## src/rtl/any1_pkg.sv

```systemverilog
// Shared ANY-1 reorder-buffer types and constants.
// Consumers: any1_rob_ptr, any1_rob_sched.
package any1_pkg;

    localparam int ROB_ENTRIES = 16;
    localparam int AWID        = 32;
    localparam int EPOCHW      = 6;

    localparam logic [15:0]     FLT_NONE  = 16'h0000;
    localparam logic [15:0]     FLT_UNIMP = 16'h0037;
    localparam logic [AWID-1:0] TRAP_VEC  = 32'hFFFC_0000;

    typedef logic [$clog2(ROB_ENTRIES)-1:0] rid_t;

    // Writeback payload; predict is the fetch-time guess the branch is checked against.
    typedef struct packed {
        logic            rfwr;
        logic [7:0]      Rt;
        logic [63:0]     res;
        logic [15:0]     cause;
        logic            jump;
        logic [AWID-1:0] jump_tgt;
        logic            branch;
        logic            takb;
        logic            predict;
    } sReorderEntry;

endpackage

```

## src/rtl/any1_rob_ptr.sv

```systemverilog
// Head/tail/occupancy tracking for the reorder buffer.
// Pointers wrap modulo ROB_ENTRIES. A flush clears all three.
module any1_rob_ptr import any1_pkg::*; #(
    parameter int  ROB_ENTRIES = any1_pkg::ROB_ENTRIES,
    localparam int RIDW        = $clog2(ROB_ENTRIES)
) (
    input  logic            clk,
    input  logic            rst,
    input  logic            push,
    input  logic            pop,
    input  logic            flush,
    output logic [RIDW-1:0] head,
    output logic [RIDW-1:0] tail,
    output logic [RIDW:0]   count
);

    always_ff @(posedge clk or posedge rst) begin
        if (rst) begin
            head  <= '0;
            tail  <= '0;
            count <= '0;
        end else if (flush) begin
            head  <= '0;
            tail  <= '0;
            count <= '0;
        end else begin
            if (push)
                tail <= tail + RIDW'(1);
            if (pop)
                head <= head + RIDW'(1);
            case ({push, pop})
                2'b10:   count <= count + (RIDW+1)'(1);
                2'b01:   count <= count - (RIDW+1)'(1);
                default: count <= count;
            endcase
        end
    end

endmodule

```

## src/rtl/any1_rob_sched.sv

```systemverilog
// In-order commit scheduler for the ANY-1 reorder buffer.
// Define ANY1_ROB_PERF_EN to add saturating retire/full-stall counters.
module any1_rob_sched import any1_pkg::*; #(
    parameter int  ROB_ENTRIES = any1_pkg::ROB_ENTRIES,
    localparam int RIDW        = $clog2(ROB_ENTRIES)
) (
    input  logic             clk_i,
    input  logic             rst_i,
    input  logic             alloc_v_i,
    input  logic [AWID-1:0]  alloc_ip_i,
    output logic             alloc_rdy_o,
    output logic [RIDW-1:0]  alloc_rid_o,
    output logic [5:0]       epoch_o,
    input  logic             wb_v_i,
    input  logic [RIDW-1:0]  wb_rid_i,
    input  sReorderEntry     wb_i,
    input  logic             cmt_rdy_i,
    output logic             cmt_v_o,
    output logic             cmt_rfwr_o,
    output logic [7:0]       cmt_Rt_o,
    output logic [63:0]      cmt_res_o,
    output logic             flush_o,
    output logic             redir_v_o,
    output logic [AWID-1:0]  redir_ip_o,
    output logic [15:0]      exc_cause_o,
    output logic [AWID-1:0]  exc_ip_o,
    output logic [RIDW:0]    count_o
`ifdef ANY1_ROB_PERF_EN
    ,
    output logic [63:0]      perf_cmt_o,
    output logic [63:0]      perf_full_o
`endif
);

    localparam logic [RIDW:0] FULL_CNT = (RIDW+1)'(ROB_ENTRIES);

    logic [RIDW-1:0]    head, tail;
    logic [RIDW:0]      count;
    logic [ROB_ENTRIES-1:0] v_q, cmt_q;
    logic [AWID-1:0]    ip_q    [ROB_ENTRIES];
    logic [5:0]         epoch_q [ROB_ENTRIES];
    sReorderEntry       pay_q   [ROB_ENTRIES];
    logic [5:0]         epoch;
    logic               flush_q;
    logic [AWID-1:0]    redir_ip_q, exc_ip_q;
    logic [15:0]        exc_cause_q;

    sReorderEntry hd;
    logic hd_live, hd_stale, cand, retire, hd_exc, hd_redir, take_flush;
    logic alloc_fire, wb_fire;

    // Head evaluation; the flush cycle blocks commit so only one retire triggers it.
    assign hd         = pay_q[head];
    assign hd_live    = v_q[head] & ~flush_q;
    assign hd_stale   = hd_live & (epoch_q[head] != epoch);
    assign cand       = hd_live & cmt_q[head] & ~hd_stale;
    assign retire     = cand & cmt_rdy_i;
    assign hd_exc     = hd.cause != FLT_NONE;
    assign hd_redir   = hd.jump | (hd.branch & (hd.takb != hd.predict));
    assign take_flush = retire & (hd_exc | hd_redir);

    assign alloc_rdy_o = (count < FULL_CNT) & ~flush_q;
    assign alloc_fire  = alloc_v_i & alloc_rdy_o;
    assign wb_fire     = wb_v_i & v_q[wb_rid_i] & ~flush_q;

    any1_rob_ptr #(.ROB_ENTRIES(ROB_ENTRIES)) u_ptr (
        .clk   (clk_i),
        .rst   (rst_i),
        .push  (alloc_fire),
        .pop   (retire | hd_stale),
        .flush (flush_q),
        .head  (head),
        .tail  (tail),
        .count (count)
    );

    // Control state: slot flags, epoch and the registered flush/redirect report.
    always_ff @(posedge clk_i or posedge rst_i) begin
        if (rst_i) begin
            v_q         <= '0;
            cmt_q       <= '0;
            epoch       <= '0;
            flush_q     <= 1'b0;
            redir_ip_q  <= '0;
            exc_cause_q <= '0;
            exc_ip_q    <= '0;
        end else begin
            flush_q     <= take_flush;
            redir_ip_q  <= take_flush ? (hd_exc ? TRAP_VEC : hd.jump_tgt) : '0;
            exc_cause_q <= (take_flush & hd_exc) ? hd.cause : '0;
            exc_ip_q    <= (take_flush & hd_exc) ? ip_q[head] : '0;
            if (flush_q) begin
                v_q   <= '0;
                epoch <= epoch + 6'd1;
            end else begin
                if (wb_fire)
                    cmt_q[wb_rid_i] <= 1'b1;
                if (retire | hd_stale)
                    v_q[head] <= 1'b0;
                if (alloc_fire) begin
                    v_q[tail]   <= 1'b1;
                    cmt_q[tail] <= 1'b0;
                end
            end
        end
    end

    // Entry payload; only read once the matching valid/cmt flag is set.
    always_ff @(posedge clk_i) begin
        if (alloc_fire) begin
            ip_q[tail]    <= alloc_ip_i;
            epoch_q[tail] <= epoch;
        end
        if (wb_fire)
            pay_q[wb_rid_i] <= wb_i;
    end

    assign alloc_rid_o = tail;
    assign epoch_o     = epoch;
    assign count_o     = count;
    assign cmt_v_o     = cand;
    assign cmt_rfwr_o  = cand & hd.rfwr & ~hd_exc;
    assign cmt_Rt_o    = cand ? hd.Rt  : '0;
    assign cmt_res_o   = cand ? hd.res : '0;
    assign flush_o     = flush_q;
    assign redir_v_o   = flush_q;
    assign redir_ip_o  = redir_ip_q;
    assign exc_cause_o = exc_cause_q;
    assign exc_ip_o    = exc_ip_q;

`ifdef ANY1_ROB_PERF_EN
    function automatic logic [63:0] sat_inc(input logic [63:0] c);
        return (&c) ? c : c + 64'd1;
    endfunction

    logic [63:0] perf_cmt_q, perf_full_q;

    always_ff @(posedge clk_i or posedge rst_i) begin
        if (rst_i) begin
            perf_cmt_q  <= '0;
            perf_full_q <= '0;
        end else begin
            if (retire)
                perf_cmt_q <= sat_inc(perf_cmt_q);
            if (alloc_v_i & (count == FULL_CNT))
                perf_full_q <= sat_inc(perf_full_q);
        end
    end

    assign perf_cmt_o  = perf_cmt_q;
    assign perf_full_o = perf_full_q;
`endif

endmodule

```

## config.mk

```make
export PLATFORM = sky130hd
export DESIGN_NAME = any1_rob_sched
export DESIGN_NICKNAME = d
export VERILOG_FILES = /design/src/rtl/any1_pkg.sv /design/src/rtl/any1_rob_ptr.sv /design/src/rtl/any1_rob_sched.sv
export SDC_FILE = /design/constraint.sdc
export NUM_CORES = 2
export LEC_CHECK = 0
export CORE_MARGIN = 2
export CORE_UTILIZATION = 65
export CTS_CLUSTER_DIAMETER = 40
export CTS_CLUSTER_SIZE = 12
export DETAILED_ROUTE_END_ITERATION = 6
export PLACE_DENSITY = 0.84
export SKIP_CTS_REPAIR_TIMING = 1
export SLEW_MARGIN = 5
export SYNTH_ARGS = -nofsm -noshare
export SYNTH_HDL_FRONTEND = slang
export SYNTH_SLANG_ARGS = --single-unit
```

## constraint.sdc

```tcl
create_clock -name clk_i -period 16.9 [get_ports clk_i]
set_input_delay 3.38 -clock clk_i [delete_from_list [all_inputs] [get_ports clk_i]]
set_output_delay 3.38 -clock clk_i [all_outputs]
set_load 0.005 [all_outputs]
```

# Yosys cells after proc, flatten, opt, wreduce, memory -nomap -nowiden
# Memories as Yosys holds them, arrays and structs flattened.
# Index checks and enable logic that the tools add are counted.
[word_totals] mem_bits_rw=2608 inputBits=166 reg_bits=132 n_memories=3
[mem_list] name="pay_q" depth=16 word_bits=125 read_ports=1 rd_ports_with_merged_regs=0 wr=1 line="any1_rob_sched.sv:42" source="sReorderEntry pay_q [ROB_ENTRIES];"
[mem_list] name="ip_q" depth=16 word_bits=32 read_ports=1 rd_ports_with_merged_regs=0 wr=1 line="any1_rob_sched.sv:40" source="logic [AWID-1:0] ip_q [ROB_ENTRIES];"
[mem_list] name="epoch_q" depth=16 word_bits=6 read_ports=1 rd_ports_with_merged_regs=0 wr=1 line="any1_rob_sched.sv:41" source="logic [5:0] epoch_q [ROB_ENTRIES];"
[op_classes] n_addsub=5 n_eq_ne=4 n_mux=35 reduce_logical=7 magnitude_cmp=7 n_bitwise=26
[op_table] op="16-bit 2-to-1 mux" count=8
[op_table] op="32-bit 2-to-1 mux" count=3
[op_table] op="64-bit 2-to-1 mux" count=1
[op_table] op="16-bit AND" count=2
[op_table] op="16-bit NOT" count=2
[op_table] op="16-bit bitwise OR" count=2
[op_table] op="4-bit 2-to-1 mux" count=4
[op_table] op="16-bit nonzero test" count=1
[op_table] op="4-bit by 5-bit less-than comparator with 1-bit output (second input constant)" count=3
[op_table] op="1-bit AND" count=14
[op_table] op="1-bit binary-select mux with 4-bit select" count=3
[op_table] op="1-bit demux with 4-bit select" count=3
[op_table] op="4-bit by 1-bit >= comparator with 1-bit output (second input constant)" count=3
[op_table] op="1-bit 2-to-1 mux" count=10
[op_table] op="5-bit one-hot mux with 2 select lines" count=1
[op_table] op="4-bit by 1-bit adder with 4-bit output (second input constant)" count=2
[op_table] op="8-bit 2-to-1 mux" count=1
[op_table] op="6-bit by 1-bit adder with 6-bit output (second input constant)" count=1
[op_table] op="6-bit != test" count=1
[op_table] op="5-bit by 1-bit adder with 5-bit output (second input constant)" count=1
[op_table] op="5-bit less-than comparator (second input constant)" count=1
[op_table] op="5-bit 2-to-1 mux" count=1
[op_table] op="5-bit by 1-bit subtractor with 5-bit output (second input constant)" count=1
[op_table] op="2-bit nonzero test" count=2
[op_table] op="7 further kinds" count=13

# Logic depth before layout (Yosys ltp)
[depth] word_depth=13 mapped_depth=18 mapped_depth_nobuf=14

# Hierarchy
# From an unflattened synthesis, not the netlist that was laid out.
[hier_totals] cells_unflattened=4217 area_unflattened_um2=103974.7
[modules_own_cells] module="any1_rob_sched" n_inst=1 seq_area_each_um2=81293.0 area_each_um2=103221.5 cells_per_inst=4144
[modules_own_cells] module="any1_rob_ptr" n_inst=1 seq_area_each_um2=325.3 area_each_um2=753.2 cells_per_inst=73

# Worst setup path before layout
# Ideal clock, no wire load.
[synth_timing] path_kind="input port to flip-flop" startpoint="input wb_rid_i[0]" endpoint="memory pay_q[0][0] (netlist bit) (enable)" setup_time_ns=0.764 slack_ns=2.996 arrival_time_ns=13.140 cell_stages=6 required_time_ns=16.136 path_buffers=1 cell_sequence="clkbuf_1 mux4_2 mux4_2 nand3_1 or3_1 nor3_1"
[synth_via] elab_chain_len=6
[synth_rtl] item="start, declared" line="any1_rob_sched.sv:15" source="input logic [RIDW-1:0] wb_rid_i,"
[synth_rtl] item="1-bit binary-select mux with 4-bit select" line="any1_rob_sched.sv:64" source="assign wb_fire = wb_v_i & v_q[wb_rid_i] & ~flush_q;"
[synth_rtl] item="1-bit 2-to-1 mux (not written as such)" line="any1_rob_sched.sv:64"
[synth_rtl] item="1-bit AND (2 in a row)" line="any1_rob_sched.sv:64"
[synth_rtl] item="1-bit 2-to-1 mux" line="any1_rob_sched.sv:114" source="if (wb_fire)"
[synth_rtl] item="1-bit 2-to-1 mux (not written as such)" line="any1_rob_sched.sv:115" source="pay_q[wb_rid_i] <= wb_i;"
[synth_rtl] item="end, declared" line="any1_rob_sched.sv:42"
# Several ways; a longest one is shown, not always the timed one. The select of a mux whose other input is x is not followed.

# Worst setup path after layout
[layout_timing] startpoint="register u_ptr.head[0]" endpoint="output cmt_res_o[9]"
[layout_via] elab_chain_len=7
[layout_rtl] item="start, declared" line="any1_rob_ptr.sv:12" source="output logic [RIDW-1:0] head,"
[layout_rtl] item="start signal, assigned" line="any1_rob_ptr.sv:30" source="head <= head + RIDW'(1);"
[layout_rtl] item="branches (longest 6 deep; another with memory read 16 x 6 bit)"
[layout_rtl] item="64-bit 2-to-1 mux *" line="any1_rob_sched.sv:124" source="assign cmt_res_o = cand ? hd.res : '0;"
[layout_rtl] item="end, declared" line="any1_rob_sched.sv:21" source="output logic [63:0] cmt_res_o,"
# Every way passes the cells marked *. The select of a mux whose other input is x is not followed.

==> impl_metrics.yaml <==
logic_synthesis:
  async_reset_ff_share_pct: 4.82
  synthCells: 4250
  synth-edff-count: 2608
  ys_seq_area_share_pct: 78.6
  netlist_area_mm2: 0.104
  synth_top_family_by_area: "multiplexers"
  avgSynthCellArea_um2: 24.4
  yosys.area_share.simple_pct: 1.68
  synthFlopType: "edfxtp_1"
  synth_cell_types: 54
  synth-xor-area-share_pct: 0.193
  yosys_warnings: 0
  synth_compound_area_share_pct: 0.381
  synth_mux_area_share_pct: 18.0
  synthAdderAreaFrac_pct: 0.133
  synth_fp_nets: 4427
  synth_seq_cells: 2740
timing:
  grt_setup_unrepaired: "no"
  finalSetupViolCount: 0
  finalClockSkew_ns: 0.0908
  fin_crit_ns: 10.99
  worst_slew_pin_slew_ns: 1.25
  fin_setup_tns_ns: 0
  max_freq_mhz: 91.0
  final-max-slew-violation-count: 0
  hold_slack_ns: 0.540
  period_share_pct: 65.0
  hold_viol: 0
  max_slew_margin_pct: 16.3
layout:
  final_cell_area_mm2: 0.120
  fill_cells: 7590
  fin_cells: 7093
  fin_nets: 4967
  area_growth_pct: 15.4
  final_common_cell: "edfxtp_1"
  final_cell_mix: "2,608 x edfxtp_1, 816 x mux4_2, 337 x clkdlybuf4s50_1"
  drive_gt1_share_pct: 28.6
critical_path:
  required_ns: 13.52
  worst-path-max-fanout: 55
  crit_type: "reg2out"
  worstSetupEndpointType: "primary output"
  worstPathArrival_ns: 7.61
  cp-start-kind: "flip-flop"
grt:
  grt_use_met3_pct: 7.84
  use_met2_pct: 55.7
  met1_usage_pct: 44.0
  grt_max_degree: 129
  grt_pass1_vias: 53285
  grt_pass1_wl_mm: 385
  antenna_found_initial: 42
  overflow: 0
  grt_usage_pct: 33.7
  grt-busiest-layer: "met2"
route:
  drt_iter0_markers: 7058
  drc: 0
  drt-total-wl_mm: 270
  post_drt_wl_per_cell_um: 38.0
  ant_nets: 0
  routed_via_density: 7.18
  vias: 50896
  first_pass_iters: 5
floorplanning:
  die_y_um: 404
  fp.dieW_um: 404
  io_pins: 338
  die_area_mm2: 0.163
  rows: 146
  core-area_mm2: 0.159
  initial_core_util_pct: 65.5
pwr:
  vdd_ir_drop_max_mv: 0.151
  power_mw: 19.0
  leakage_nw: 38.1
  p_per_area_mw_per_mm2: 159
placement:
  portBuffers: 337
  dpl_cell_area_mm2: 0.110
  gp_congestion: 0.783
  dp_hpwl_mm: 125
  dpl.cell_count: 6540
clock_network:
  clk-insertion-delay-late_ns: 0.95
  cts_root_buf: "clkbuf_16"
  cts_tree: "yes"
  cts_buffers: 320
  cts.clk_slew.worst_paths_ns: 0.06
  cts.path.max_buffers: 4
  clkSinkCount: 2740
  cts_max_level: 5
job:
  maxCapViolations: 0
worst_hold_path:
  worst_hold_path_type: "reg2reg"
status:
  status: "finished clean"
per-layer routing:
metal  part of all wire (%)  wire (um)  vias to the layer above
li1                       -          -                    19207
met1                     34      90900                    26898
met2                     51     138000                     4046
met3                     11      29500                      711
met4                    4.1      11200                       34
met5                  0.088        238                        -
sequential cells by signal, summed over array words and instances, names as in the netlist:
signal / cells
epoch_o: 6
flush_o: 1
epoch_q: 96
v_q: 16
exc_ip_o: 32
cmt_q: 16
u_ptr.count: 5
u_ptr.head: 4
pay_q: 2000
redir_ip_o: 32
exc_cause_o: 16
ip_q: 512
u_ptr.tail: 4
per-stage QoR:
stage	util, %	setup slack [ns]
after floorplan	-	3.00
after global placement	69.3	7.23
after detailed placement	69.3	6.98
after CTS	75.5	5.84
after global routing	75.6	5.54
final	75.6	5.91
synthesized netlist by cell type, types with 2 or more instances:
master,n,share of area [%]
edfxtp_1,2608,75
mux4_2,816,18
mux2i_1,22,0.21
a31oi_1,2,0.012
nor2b_1,119,0.72
dfrtp_1,132,3.2
or3_1,3,0.018
a211oi_1,2,0.014
nor3_1,11,0.053
nor3b_1,3,0.022
o22ai_1,2,0.012
nand2b_1,8,0.048
ha_1,11,0.13
xnor2_1,12,0.10
buf_4,10,0.072
inv_1,23,0.083
nor2b_2,9,0.076
o21ai_0,5,0.024
nand2_1,24,0.087
nor2_1,125,0.45
xor2_1,9,0.076
buf_1,80,0.29
mux2_2,8,0.087
a31o_2,17,0.14
o211ai_1,4,0.029
and2_1,6,0.036
nand4_1,9,0.054
buf_6,7,0.076
nor4_1,4,0.024
a22o_1,2,0.017
buf_2,18,0.087
clkbuf_1,102,0.37
nand3_1,13,0.063
a21oi_1,4,0.019
critical path, cell delays in order, from the launching register on:
cell	delay (ns)
dfrtp_4	1.02
buf_4	0.81
buf_4	0.80
mux4_2	0.61
mux2_2	0.29
and2_1	0.17
o211ai_1	0.23
nand2_1	0.16
nand4_1	0.39
buf_4	0.55
buf_4	0.63
nor2b_1	0.16
clkdlybuf4s50_1	0.52
path summary, 6_finish.rpt:
path | startpoint | endpoint | slack (ns) | cells past startpoint
min in group asynchronous | rst_i | redir_ip_o[17] | 2.92 | 2
max in group asynchronous | rst_i | u_ptr.head[2] | 12.71 | 3
worst max-delay path | u_ptr.head[0] | cmt_res_o[9] | 5.91 | 12
worst max register to register | u_ptr.head[0] | redir_ip_o[3] | 9.34 | 12
worst min-delay path | cmt_q[13] | cmt_q[13] | 0.54 | 2
worst min register to register | cmt_q[13] | cmt_q[13] | 0.54 | 2
logic make-up (layout without fill, tap and decap cells):
logic type	Yosys count	in the layout
adders and majority gates	11	11
DFF	2740	2740
and+or+nand+nor	338	338
buffers and inverters	244	986
other	0	29
AOI/OAI and AO/OA	49	49
xor gates and xnor gates	22	22
muxes	846	846
power by group:
group	switching, mW	internal (mW)
Sequential	0.227	7.69
Combinational	2.18	2.30
Clock	2.70	3.94
cell type report:
class	count	area, um^2	share of cell area [%]
diodes	29	72.6	0.0605
clock buffers	409	8500	7.09
clock inverters	115	1390	1.16
inverters	25	98.8	0.0825
multi-input cells	1266	21400	17.8
flip-flops and latches	2740	81600	68.1
well taps	2072	2590	2.16
repair buffers	437	4190	3.49
Note: power is estimated with default switching activity, not from simulation.
